<file path="config.mk">
export PLATFORM = sky130hd
export DESIGN_NAME = regfile_mp
export DESIGN_NICKNAME = d
export VERILOG_FILES = /design/src/rtl/regfile_pkg.sv /design/src/rtl/regfile_read_port.sv /design/src/rtl/regfile_mp.sv
export SDC_FILE = /design/constraint.sdc
export NUM_CORES = 1
export LEC_CHECK = 0
export ABC_AREA = 0
export CAP_MARGIN = 30
export CORE_UTILIZATION = 50
export DETAILED_ROUTE_END_ITERATION = 7
export PLACE_DENSITY_LB_ADDON = 0.08
export SLEW_MARGIN = 10
export SYNTH_ARGS = -nofsm -noshare
export SYNTH_HDL_FRONTEND = slang
export SYNTH_SLANG_ARGS = --single-unit
</file>
<file path="constraint.sdc">
create_clock -name i_clk -period 4.59 [get_ports i_clk]
set_input_delay 0.6885 -clock i_clk [delete_from_list [all_inputs] [get_ports i_clk]]
set_output_delay 0.6885 -clock i_clk [all_outputs]
set_load 0.01 [all_outputs]
</file>
<file path="src/rtl/regfile_pkg.sv">
// Shared constants and helpers for the multi-port register file.
// Provides default sizes, the zero-register index and the select-width function.
package regfile_pkg;

  localparam int DEF_DATA_W   = 16;
  localparam int DEF_NUM_REGS = 16;
  localparam int ZERO_REG     = 0;

  function automatic int sel_w(input int n);
    return (n < 2) ? 1 : $clog2(n);
  endfunction

endpackage

</file>
<file path="src/rtl/regfile_read_port.sv">
// One synchronous read port: select mux, zero check, optional bypass, hold register.
// Ports: i_clk, i_reset, i_hold, i_sel, i_regs (flat storage), i_busy, o_data, o_busy.
// Macro REGFILE_BYPASS_EN adds same-edge write forwarding (w0/w1 inputs).
module regfile_read_port
  import regfile_pkg::*;
#(
  parameter int DATA_W   = DEF_DATA_W,
  parameter int NUM_REGS = DEF_NUM_REGS,
  parameter int SEL_W    = sel_w(NUM_REGS)
) (
  input  logic                       i_clk,
  input  logic                       i_reset,
  input  logic                       i_hold,
  input  logic [SEL_W-1:0]           i_sel,
  input  logic [NUM_REGS*DATA_W-1:0] i_regs,
  input  logic [NUM_REGS-1:0]        i_busy,
`ifdef REGFILE_BYPASS_EN
  input  logic                       i_w0_acc,
  input  logic [SEL_W-1:0]           i_w0_sel,
  input  logic [DATA_W-1:0]          i_w0_data,
  input  logic                       i_w1_acc,
  input  logic [SEL_W-1:0]           i_w1_sel,
  input  logic [DATA_W-1:0]          i_w1_data,
`endif
  output logic [DATA_W-1:0]          o_data,
  output logic                       o_busy
);

  localparam logic [SEL_W-1:0] ZSEL = SEL_W'(ZERO_REG);

  logic [DATA_W-1:0] data_d;
  logic              busy_d;

  always_comb begin
    data_d = i_regs[i_sel*DATA_W +: DATA_W];
    busy_d = i_busy[i_sel];
`ifdef REGFILE_BYPASS_EN
    // w0 is already suppressed on a collision, so w1 naturally wins
    if (i_w0_acc && i_w0_sel == i_sel)
      data_d = i_w0_data;
    if (i_w1_acc && i_w1_sel == i_sel)
      data_d = i_w1_data;
`endif
    if (i_sel == ZSEL) begin
      data_d = '0;
      busy_d = 1'b0;
    end
  end

  always_ff @(posedge i_clk) begin
    if (i_reset) begin
      o_data <= '0;
      o_busy <= 1'b0;
    end else if (!i_hold) begin
      o_data <= data_d;
      o_busy <= busy_d;
    end
  end

endmodule

</file>
<file path="src/rtl/regfile_mp.sv">
// Parametrised register file: NUM_RD sync read ports, two write ports, busy scoreboard.
// Ports: i_clk, i_reset, i_rd_hold, i_rd_sel, o_rd_data, o_rd_busy, i_w0_*, i_w1_*,
// i_rsv_en/i_rsv_sel, o_busy_vec. Macro REGFILE_BYPASS_EN enables write-to-read bypass.
module regfile_mp
  import regfile_pkg::*;
#(
  parameter int DATA_W   = DEF_DATA_W,
  parameter int NUM_REGS = DEF_NUM_REGS,
  parameter int NUM_RD   = 2,
  parameter int SEL_W    = sel_w(NUM_REGS)
) (
  input  logic                     i_clk,
  input  logic                     i_reset,
  input  logic                     i_rd_hold,
  input  logic [NUM_RD*SEL_W-1:0]  i_rd_sel,
  output logic [NUM_RD*DATA_W-1:0] o_rd_data,
  output logic [NUM_RD-1:0]        o_rd_busy,
  input  logic                     i_w0_en,
  input  logic [SEL_W-1:0]         i_w0_sel,
  input  logic [DATA_W-1:0]        i_w0_data,
  input  logic                     i_w1_en,
  input  logic [SEL_W-1:0]         i_w1_sel,
  input  logic [DATA_W-1:0]        i_w1_data,
  input  logic                     i_rsv_en,
  input  logic [SEL_W-1:0]         i_rsv_sel,
  output logic [NUM_REGS-1:0]      o_busy_vec
);

  localparam logic [SEL_W-1:0] ZSEL = SEL_W'(ZERO_REG);

  logic [DATA_W-1:0]          regs_q [NUM_REGS];
  logic [NUM_REGS*DATA_W-1:0] regs_flat;
  logic [NUM_REGS-1:0]        busy_q;
  logic [NUM_REGS-1:0]        busy_d;
  logic [NUM_REGS-1:0]        rd_busy_src;
  logic                       w0_acc;
  logic                       w1_acc;

  assign w1_acc = i_w1_en && (i_w1_sel != ZSEL);
  // w1 has priority when both target the same register
  assign w0_acc = i_w0_en && (i_w0_sel != ZSEL)
                  && !(w1_acc && (i_w1_sel == i_w0_sel));

  // a reserve in the same cycle as a write wins: new producer in flight
  always_comb begin
    busy_d = busy_q;
    if (w0_acc)
      busy_d[i_w0_sel] = 1'b0;
    if (w1_acc)
      busy_d[i_w1_sel] = 1'b0;
    if (i_rsv_en && (i_rsv_sel != ZSEL))
      busy_d[i_rsv_sel] = 1'b1;
  end

  always_ff @(posedge i_clk) begin
    if (i_reset) begin
      busy_q <= '0;
      for (int r = 0; r < NUM_REGS; r++)
        regs_q[r] <= '0;
    end else begin
      busy_q <= busy_d;
      if (w0_acc)
        regs_q[i_w0_sel] <= i_w0_data;
      if (w1_acc)
        regs_q[i_w1_sel] <= i_w1_data;
    end
  end

  assign o_busy_vec = busy_q;

`ifdef REGFILE_BYPASS_EN
  assign rd_busy_src = busy_d;
`else
  assign rd_busy_src = busy_q;
`endif

  for (genvar r = 0; r < NUM_REGS; r++) begin : g_flat
    assign regs_flat[r*DATA_W +: DATA_W] = regs_q[r];
  end

  for (genvar k = 0; k < NUM_RD; k++) begin : g_rd
    regfile_read_port #(
      .DATA_W   (DATA_W),
      .NUM_REGS (NUM_REGS),
      .SEL_W    (SEL_W)
    ) u_rd (
      .i_clk     (i_clk),
      .i_reset   (i_reset),
      .i_hold    (i_rd_hold),
      .i_sel     (i_rd_sel[k*SEL_W +: SEL_W]),
      .i_regs    (regs_flat),
      .i_busy    (rd_busy_src),
`ifdef REGFILE_BYPASS_EN
      .i_w0_acc  (w0_acc),
      .i_w0_sel  (i_w0_sel),
      .i_w0_data (i_w0_data),
      .i_w1_acc  (w1_acc),
      .i_w1_sel  (i_w1_sel),
      .i_w1_data (i_w1_data),
`endif
      .o_data    (o_rd_data[k*DATA_W +: DATA_W]),
      .o_busy    (o_rd_busy[k])
    );
  end

endmodule

</file>
* Yosys cells after proc, flatten, opt, wreduce, memory -nomap -nowiden
Memories as Yosys holds them, arrays and structs flattened.
Cells that the tools add are included.
Widths: inputs -> output; s select.
** Word-level totals
- Flip-flop bits (word level) :: 50
- Bits in writable memories :: 256
- Bits of input ports :: 58
- Output and inout bits :: 50
- Word-level logic and storage cells :: 69
- Memories :: 1
** Memories
- regs_q :: depth 16, width 16, read ports 16, clocked after memory_dff 0, wr ports 16, RTL line regfile_mp.sv:31 : logic [DATA_W-1:0] regs_q [NUM_REGS];
** Cells by class
- $lt $le $gt $ge :: 8
- Equal/unequal tests :: 1
- Shifts and indexed selects :: 2
- Muxes and demuxes :: 31
- Bitwise gates (word level) :: 5
- Reductions and logical operators :: 16
** Operator list (number)
- $shiftx 256x9->16 :: 2
- $mux 16 :: 7
- $and 16x16->16 :: 2
- $not 16->16 :: 2
- $reduce_or 16->1 :: 2
- $lt 4x5->1 const B :: 5
- $mux 1 :: 17
- $or 16x16->16 :: 1
- $demux 1 s4 :: 3
- $ge 4x1->1 const B :: 3
- $reduce_bool 4->1 :: 3
- $bmux 1 s4 :: 2
- $logic_and 1x1->1 :: 8
- $logic_not 4->1 :: 2
- $mux 4 :: 2
- $eq 4x4->1 :: 1
- $logic_not 1->1 :: 1

* Logic depth before layout (Yosys ltp)
Gate-level depths: netlist (run 1).
- Depth after elaboration :: 11
- Gate-level depth with buffers :: 8
- Gate-level depth less buffers :: 4

* By module
A second synthesis (run 1) with hierarchy kept.
** Unflattened totals
- Cell total of the unflattened synthesis :: 1303
- Area total of the unflattened synthesis :: 17754.5 µm²
** Modules (own cells, without submodules)
- regfile_mp :: times used 1, cells each 939, area an instance 12459.4 µm², seq. area each 8007.7 µm²
- regfile_read_port :: times used 2, cells each 182, area an instance 2647.5 µm², seq. area each 340.3 µm²

* Worst setup path after synthesis (run 1)
No wires, ideal clock.
- Path type :: in2reg
- Start point :: in i_w1_sel[3]
- End point :: mem regs_q[10][0] (netlist bit), enable pin
- Library setup time :: 0.411 ns
- Arrival :: 2.968 ns
- Data required time :: 4.179 ns
- Slack :: 1.211 ns
- Cell stages on the path :: 8
- Buffers on the path :: 4
- Path through :: buf_2 > xnor2_1 > and4_4 > buf_6 > buf_6 > buf_2 > a21o_1 > o21ai_0
** RTL lines
- from (decl) :: RTL line regfile_mp.sv:22 : input logic [SEL_W-1:0] i_w1_sel,
- to (decl) :: RTL line regfile_mp.sv:31

==> results of run 1 <==
[cells in the mapped netlist (14+ instances only)]
library cell,n
sky130_fd_sc_hd__a22o_1,34
sky130_fd_sc_hd__nand2_1,19
sky130_fd_sc_hd__dfxtp_1,50
sky130_fd_sc_hd__o21ai_1,15
sky130_fd_sc_hd__a32o_1,252
sky130_fd_sc_hd__a21oi_1,50
sky130_fd_sc_hd__mux4_2,136
sky130_fd_sc_hd__buf_2,45
sky130_fd_sc_hd__a2111oi_4,14
sky130_fd_sc_hd__edfxtp_1,256
sky130_fd_sc_hd__o21ai_0,25
sky130_fd_sc_hd__mux2i_1,34
sky130_fd_sc_hd__a21o_1,15
sky130_fd_sc_hd__clkbuf_1,104
[through the flow]
step | area (um2) | setup WS, ps
CTS | 19700 | 1580
finish | 19800 | 1510
global route | 19800 | 1400
detailed placement | 18600 | 1060
global placement | 18500 | 1050
floorplan | 17200 | 1210
[worst max-delay path by stage]
stage | slack (ps) | cells after the start | end | start
CTS | 1580 | 6 | regs_q[4][9] | i_w1_sel[0]
detailed placement | 1060 | 6 | regs_q[4][11] | i_w1_sel[0]
global placement | 1050 | 5 | regs_q[15][8] | i_w1_sel[0]
floorplan | 1210 | 8 | regs_q[10][0] | i_w1_sel[3]
global route | 1400 | 6 | regs_q[4][6] | i_w1_sel[0]
finish | 1510 | 6 | regs_q[4][8] | i_w1_sel[0]
[metal layers]
metal  wire length (um)  track usage
met4               2630        0.142
met5                  0            0
met3               4420       0.0448
met2              27900        0.539
met1              20700        0.407
[cell families after synthesis]
| family | Yosys count | share of synthesized area |
|---|---|---|
| xor gates and xnor gates | 3 | 0.00153 |
| buffers and inverters | 171 | 0.0444 |
| DFF | 306 | 0.506 |
| other | 1 | 0.000219 |
| and+or+nand+nor | 59 | 0.0209 |
| muxes | 170 | 0.198 |
| AOI/OAI and AO/OA | 422 | 0.228 |
[power by group through the flow]
stage                     clock, mW  sequential [mW]  combinational, mW
after floorplan                   0             3.35              0.587
after global placement            0             3.37              0.990
after detailed placement          0             3.38               1.00
after CTS                      2.82             3.32               1.00
after global routing           2.93             3.34               1.05
final                          2.81             3.32               1.01
[worst max-delay path, cell delays in order]
cell,delay (ps)
sky130_fd_sc_hd__clkdlybuf4s50_1,960
sky130_fd_sc_hd__nor2_1,150
sky130_fd_sc_hd__buf_4,250
sky130_fd_sc_hd__a2111oi_4,930
sky130_fd_sc_hd__buf_4,320
sky130_fd_sc_hd__a32o_1,140
[flip-flops by register name, summed over array words and instances (netlist names)]
name              cells
g_rd.u_rd.o_data     32
g_rd.u_rd.o_busy      2
regs_q              256
o_busy_vec           16
[layout make-up]
cell class                      instances  area, um2  share of cell area
Multi-Input combinational cell        670       7860               0.396
Sequential cell                       306       8690               0.438
Clock buffer                           47       1020              0.0513
Timing Repair Buffer                  161       1580              0.0795
Tap cell                              448        561              0.0283
Clock inverter                         15        124             0.00625
==> impl_results.html, run 1 <==
<table>
<tr><th>Metric</th><th>Value</th></tr>
<tr><th colspan="2">Status</th></tr>
<tr><td>Run status</td><td>completed</td></tr>
<tr><th colspan="2">Clock network</th></tr>
<tr><td>H-Tree Depth</td><td>2</td></tr>
<tr><td>CTS clock-pin slew for the worst setup and hold paths</td><td>60 ps</td></tr>
<tr><td>Number of buffers between clock root and the deepest sink</td><td>3</td></tr>
<tr><td>Number of hold-repair buffers added at the cts stage</td><td>0</td></tr>
<tr><td>Number of buffers inserted during clock tree synthesis</td><td>35</td></tr>
<tr><td>Clock tree from TritonCTS</td><td>yes</td></tr>
<tr><td>Post-CTS Setup Bufs</td><td>0</td></tr>
<tr><td>Total clock sinks</td><td>306</td></tr>
<tr><td>Master cell of the clock root buffer</td><td>sky130_fd_sc_hd__clkbuf_16</td></tr>
<tr><td>Worst skew pair latency</td><td>510 ps</td></tr>
<tr><td>CTS-repair resized insts</td><td>0</td></tr>
<tr><th colspan="2">Layout</th></tr>
<tr><td>Util after Layout</td><td>0.590</td></tr>
<tr><td>Final-stage net count</td><td>1,232</td></tr>
<tr><td>Layout fillers</td><td>2,613</td></tr>
<tr><td>Share of layout cells above drive strength 1</td><td>0.234</td></tr>
<tr><td>Area delta synth-&gt;final</td><td>15.5%</td></tr>
<tr><td>Commonest cells after routing, fill and taps aside</td><td>sky130_fd_sc_hd__edfxtp_1 (256), sky130_fd_sc_hd__a32o_1 (252), sky130_fd_sc_hd__mux4_2 (136), sky130_fd_sc_hd__clkdlybuf4s50_1 (100)</td></tr>
<tr><td>Leading cell type in the layout, fill and taps excluded</td><td>sky130_fd_sc_hd__edfxtp_1</td></tr>
<tr><td>Final Non-Filler Cells</td><td>1,647</td></tr>
<tr><td>Total inserted antenna cells</td><td>0</td></tr>
<tr><th colspan="2">Place</th></tr>
<tr><td>Post-DP HPWL</td><td>35,600 um</td></tr>
<tr><td>Number of placed instances with taps included</td><td>1,581</td></tr>
<tr><td>Final weighted congestion of routability-driven global placement</td><td>0.851</td></tr>
<tr><td>Number of buffers added on ports</td><td>107</td></tr>
<tr><th colspan="2">Synth</th></tr>
<tr><td>Count of flip-flops with a built-in enable after synthesis</td><td>256</td></tr>
<tr><td>Proportion of netlist area held by the largest area contributor</td><td>0.448</td></tr>
<tr><td>Synthesized area per cell</td><td>15.2 um2</td></tr>
<tr><td>Top cells by area, synth</td><td>sky130_fd_sc_hd__edfxtp_1 (45%), sky130_fd_sc_hd__mux4_2 (18%), sky130_fd_sc_hd__a32o_1 (15%)</td></tr>
<tr><td>Area leader, netlist</td><td>sky130_fd_sc_hd__edfxtp_1</td></tr>
<tr><td>Library cells used by synthesis</td><td>37</td></tr>
<tr><td>Ys flop type</td><td>sky130_fd_sc_hd__edfxtp_1</td></tr>
<tr><td>Synth Cell Area</td><td>0.0172 mm2</td></tr>
<tr><td>Share of the yosys chip area belonging to registers</td><td>0.506</td></tr>
<tr><td>Cells after Synth</td><td>1,132</td></tr>
<tr><td>Number of warnings reported in the yosys synthesis log</td><td>0</td></tr>
<tr><td>Number of flip-flops and latches in the synthesized netlist</td><td>306</td></tr>
<tr><td>Fraction of synthesis flops using an asynchronous set or reset pin</td><td>0</td></tr>
<tr><th colspan="2">Worst setup path</th></tr>
<tr><td>Reg2reg path depth</td><td>3</td></tr>
<tr><td>WP data required</td><td>4960 ps</td></tr>
<tr><td>Reg-to-reg slack, setup</td><td>2880 ps</td></tr>
<tr><td>Critical path data arrival time</td><td>3450 ps</td></tr>
<tr><td>WS Path Type</td><td>in2reg</td></tr>
<tr><td>Crit-path max FO</td><td>14</td></tr>
<tr><td>Kind of capture point of the worst setup path</td><td>register</td></tr>
<tr><td>Sort of element at the start of the critical path</td><td>primary input</td></tr>
<tr><td>Startpoint of the worst register-to-register path</td><td>regs_q[7][0]</td></tr>
<tr><td>Worst flop-to-flop path endpoint</td><td>g_rd[1].u_rd.o_data[0]</td></tr>
<tr><th colspan="2">Power</th></tr>
<tr><td>Worst voltage drop across the vdd grid</td><td>0.000188 V</td></tr>
<tr><td>Net switching power</td><td>1.83 mW</td></tr>
<tr><td>Static power due to leakage</td><td>6.35 nW</td></tr>
<tr><td>Clk pwr share</td><td>0.393</td></tr>
<tr><td>Comb power frac</td><td>0.142</td></tr>
<tr><td>Sequential cell fraction of total power</td><td>0.465</td></tr>
<tr><td>Internal Power</td><td>5.31 mW</td></tr>
<tr><td>Power density of the placed cells</td><td>360 mW/mm2</td></tr>
<tr><td>Total power</td><td>7.14 mW</td></tr>
<tr><td>Switching portion of total power</td><td>0.256</td></tr>
<tr><th colspan="2">Timing</th></tr>
<tr><td>Final Hold Viols</td><td>0</td></tr>
<tr><td>Hold slack</td><td>510 ps</td></tr>
<tr><td>Tightest Pin Transition</td><td>986 ps</td></tr>
<tr><td>Max-Slew Margin vs Limit</td><td>0.342</td></tr>
<tr><td>Final count of negative-setup-slack endpoints</td><td>0</td></tr>
<tr><td>Clock period minus final worst setup slack</td><td>3080 ps</td></tr>
<tr><td>Peak Freq</td><td>325 MHz</td></tr>
<tr><td>Portion of the clock cycle consumed by the worst path in the final layout</td><td>0.671</td></tr>
<tr><td>Total negative slack for setup checks</td><td>0 ps</td></tr>
<tr><td>RSZ-0062 raised after global routing</td><td>false</td></tr>
<tr><td>Setup skew after layout</td><td>11.8 ps</td></tr>
<tr><td>Max Slew Vio Count</td><td>0</td></tr>
<tr><th colspan="2">Global routing</th></tr>
<tr><td>Total congestion overflow</td><td>0</td></tr>
<tr><td>Number of global-route vias before repair</td><td>12,400</td></tr>
<tr><td>Pin count of the biggest net entering global routing</td><td>65</td></tr>
<tr><td>Initial antenna violation count</td><td>0</td></tr>
<tr><td>First-pass GRT wire length</td><td>82,400 um</td></tr>
<tr><td>Overall Global Routing Usage</td><td>0.318</td></tr>
<tr><th colspan="2">Floorplanning</th></tr>
<tr><td>Number of placed I/O pins</td><td>108</td></tr>
<tr><td>Core Region</td><td>0.0336 mm2</td></tr>
<tr><td>Die outline width</td><td>187 um</td></tr>
<tr><td>Die ar.</td><td>0.0351 mm2</td></tr>
<tr><td>Number of core rows</td><td>67</td></tr>
<tr><td>Overall die height</td><td>187 um</td></tr>
<tr><td>Initial Utilization</td><td>0.510</td></tr>
<tr><th colspan="2">Worst hold path</th></tr>
<tr><td>Worst Hold Path EP</td><td>o_busy_vec[0]</td></tr>
<tr><td>Startpoint of the tightest hold check path</td><td>o_busy_vec[0]</td></tr>
<tr><td>Hold path depth</td><td>1</td></tr>
<tr><td>Worst min-delay path category</td><td>reg2reg</td></tr>
<tr><th colspan="2">Detailed routing</th></tr>
<tr><td>Total via count after detailed routing</td><td>12,400</td></tr>
<tr><td>Average wire per standard cell</td><td>33.8 um</td></tr>
<tr><td>Total Routed Length</td><td>55,600 um</td></tr>
<tr><td>First-pass iteration count of the detailed router</td><td>8</td></tr>
<tr><td>Number of DRC violations after detailed routing</td><td>0</td></tr>
<tr><td>Final antenna-violating net count</td><td>0</td></tr>
<tr><td>Starting DRT DRC Count</td><td>1,476</td></tr>
<tr><td>Via density per instance</td><td>7.50</td></tr>
<tr><th colspan="2">Run</th></tr>
<tr><td>Max_cap viols</td><td>0</td></tr>
</table>
Note: power is estimated with default switching activity, not from simulation.
==> run 2: changes to the inputs <==
clock period = 2.6 ns   (was 4.59 ns; I/O delays follow)
==> impl_results.html, run 2 (synthesis results as in run 1) <==
<table>
<tr><th>Metric</th><th>Value</th></tr>
<tr><th colspan="2">Status</th></tr>
<tr><td>Run status</td><td>completed</td></tr>
<tr><th colspan="2">Timing</th></tr>
<tr><td>Setup skew after layout</td><td>23.4 ps</td></tr>
<tr><td>Final Hold Viols</td><td>0</td></tr>
<tr><td>Peak Freq</td><td>510 MHz</td></tr>
<tr><td>RSZ-0062 raised after global routing</td><td>false</td></tr>
<tr><td>Max-Slew Margin vs Limit</td><td>0.421</td></tr>
<tr><td>Final count of negative-setup-slack endpoints</td><td>0</td></tr>
<tr><td>Post-layout worst setup margin</td><td>637 ps</td></tr>
<tr><td>Tightest Pin Transition</td><td>866 ps</td></tr>
<tr><td>Portion of the clock cycle consumed by the worst path in the final layout</td><td>0.755</td></tr>
<tr><td>Max Slew Vio Count</td><td>0</td></tr>
<tr><td>Clock period minus final worst setup slack</td><td>1960 ps</td></tr>
<tr><th colspan="2">Layout</th></tr>
<tr><td>Final-stage net count</td><td>1,294</td></tr>
<tr><td>Util after Layout</td><td>0.615</td></tr>
<tr><td>Leading cell type in the layout, fill and taps excluded</td><td>sky130_fd_sc_hd__edfxtp_1</td></tr>
<tr><td>Final design area excluding fillers</td><td>0.0207 mm2</td></tr>
<tr><td>Area delta synth-&gt;final</td><td>20.4%</td></tr>
<tr><td>Share of layout cells above drive strength 1</td><td>0.271</td></tr>
<tr><td>Commonest cells after routing, fill and taps aside</td><td>sky130_fd_sc_hd__edfxtp_1 (256), sky130_fd_sc_hd__a32o_1 (252), sky130_fd_sc_hd__mux4_2 (136), sky130_fd_sc_hd__clkdlybuf4s50_1 (100), sky130_fd_sc_hd__buf_4 (77)</td></tr>
<tr><td>Largest register by flop count</td><td>regs_q</td></tr>
<tr><td>Total inserted antenna cells</td><td>0</td></tr>
<tr><td>Number of flip-flops under the largest register name</td><td>256</td></tr>
<tr><td>Layout fillers</td><td>2,592</td></tr>
<tr><th colspan="2">Detailed routing</th></tr>
<tr><td>Number of DRC violations after detailed routing</td><td>0</td></tr>
<tr><td>Total Routed Length</td><td>56,700 um</td></tr>
<tr><td>First-pass iteration count of the detailed router</td><td>6</td></tr>
<tr><td>Final antenna-violating net count</td><td>0</td></tr>
<tr><td>Starting DRT DRC Count</td><td>1,646</td></tr>
<tr><td>Total via count after detailed routing</td><td>12,700</td></tr>
<tr><td>Via density per instance</td><td>7.42</td></tr>
<tr><td>Average wire per standard cell</td><td>33.2 um</td></tr>
<tr><th colspan="2">Clock network</th></tr>
<tr><td>Number of hold-repair buffers added at the cts stage</td><td>0</td></tr>
<tr><td>CTS-repair resized insts</td><td>0</td></tr>
<tr><td>Number of buffers between clock root and the deepest sink</td><td>3</td></tr>
<tr><td>Clock tree from TritonCTS</td><td>yes</td></tr>
<tr><td>Worst skew pair latency</td><td>510 ps</td></tr>
<tr><td>Master cell of the clock root buffer</td><td>sky130_fd_sc_hd__clkbuf_16</td></tr>
<tr><td>Total clock sinks</td><td>306</td></tr>
<tr><td>Post-CTS Setup Bufs</td><td>0</td></tr>
<tr><td>Number of buffers inserted during clock tree synthesis</td><td>35</td></tr>
<tr><td>CTS clock-pin slew for the worst setup and hold paths</td><td>60 ps</td></tr>
<tr><td>H-Tree Depth</td><td>2</td></tr>
<tr><th colspan="2">Worst setup path</th></tr>
<tr><td>WP data required</td><td>2960 ps</td></tr>
<tr><td>Crit-path max FO</td><td>11</td></tr>
<tr><td>WS Path Type</td><td>in2reg</td></tr>
<tr><td>Kind of capture point of the worst setup path</td><td>register</td></tr>
<tr><td>Critical path data arrival time</td><td>2330 ps</td></tr>
<tr><td>Sort of element at the start of the critical path</td><td>primary input</td></tr>
<tr><th colspan="2">Power</th></tr>
<tr><td>Power density of the placed cells</td><td>612 mW/mm2</td></tr>
<tr><td>Total power</td><td>12.7 mW</td></tr>
<tr><td>Static power due to leakage</td><td>6.76 nW</td></tr>
<tr><td>Worst voltage drop across the vdd grid</td><td>0.000393 V</td></tr>
<tr><th colspan="2">Worst hold path</th></tr>
<tr><td>Worst min-delay path category</td><td>in2reg</td></tr>
<tr><th colspan="2">Place</th></tr>
<tr><td>Post-DP HPWL</td><td>36,600 um</td></tr>
<tr><td>Final weighted congestion of routability-driven global placement</td><td>0.878</td></tr>
<tr><td>Worst setup timing slack at the placement stage</td><td>145 ps</td></tr>
<tr><td>Number of buffers added on ports</td><td>107</td></tr>
<tr><td>Placement-stage cell area</td><td>0.0196 mm2</td></tr>
<tr><th colspan="2">Floorplanning</th></tr>
<tr><td>Initial Utilization</td><td>0.510</td></tr>
<tr><td>Number of placed I/O pins</td><td>108</td></tr>
<tr><td>Overall die height</td><td>187 um</td></tr>
<tr><td>Core Region</td><td>0.0336 mm2</td></tr>
<tr><td>Die outline width</td><td>187 um</td></tr>
<tr><td>Die ar.</td><td>0.0351 mm2</td></tr>
<tr><td>Number of core rows</td><td>67</td></tr>
<tr><th colspan="2">Global routing</th></tr>
<tr><td>Overall Global Routing Usage</td><td>0.323</td></tr>
<tr><td>Met2 usage in global routing</td><td>0.562</td></tr>
<tr><td>Total congestion overflow</td><td>0</td></tr>
<tr><td>First-pass GRT wire length</td><td>83,100 um</td></tr>
<tr><td>Initial antenna violation count</td><td>0</td></tr>
<tr><td>Busiest grt layer</td><td>met2</td></tr>
<tr><td>Global-route met3 utilization</td><td>0.0377</td></tr>
<tr><td>Pin count of the biggest net entering global routing</td><td>65</td></tr>
<tr><td>M1 GR Usage</td><td>0.407</td></tr>
<tr><td>Number of global-route vias before repair</td><td>12,800</td></tr>
<tr><th colspan="2">Run</th></tr>
<tr><td>Max_cap viols</td><td>0</td></tr>
</table>
## run 2: worst paths after layout
path	startpoint	endpoint	slack (ps)	cells after the start
worst max register to register	regs_q[5][2]	g_rd[0].u_rd.o_data[2]	1110	3
worst min-delay path	i_reset	o_busy_vec[0]	480	3
worst min register to register	o_busy_vec[0]	o_busy_vec[0]	500	1
worst max-delay path	i_w1_sel[3]	regs_q[5][8]	640	7
## run 2: routing by layer
metal	share of wire	wire length, um
met4	0.046	2620
met5	0	0
met1	0.36	20500
met2	0.51	28800
met3	0.084	4780
## run 2: power breakdown
group | switching [mW] | internal, mW
Clock | 1.99 | 2.84
Combinational | 1.07 | 0.899
Sequential | 0.181 | 5.67
Total | 3.24 | 9.41
## run 2: through the flow
| step | instances | setup TNS (ps) | hold slack, ps |
|---|---|---|---|
| floorplan | 1147 | -2650 | 510 |
| global placement | 1646 | -2230 | 491 |
| detailed placement | 1647 | 0 | 489 |
| CTS | 1708 | 0 | 464 |
| global route | 1708 | 0 | 488 |
| finish | 1708 | 0 | 480 |
## run 2: worst max-delay path, cell delays in order
cell and delay [ps]:
sky130_fd_sc_hd__clkdlybuf4s50_1 610, sky130_fd_sc_hd__xnor2_1 110, sky130_fd_sc_hd__and4_4 200, sky130_fd_sc_hd__buf_12 160
sky130_fd_sc_hd__a2111oi_4 400, sky130_fd_sc_hd__buf_4 280, sky130_fd_sc_hd__a32o_1 160
## run 2: cell type report
class                      count  area [um2]  share of cell area
tap                          448         561              0.0271
clock buffer                  46         980              0.0474
clock inverter                15         121             0.00587
multi-input combinational    670        7860               0.380
timing repair buffer         223        2450               0.119
sequential                   306        8690               0.421
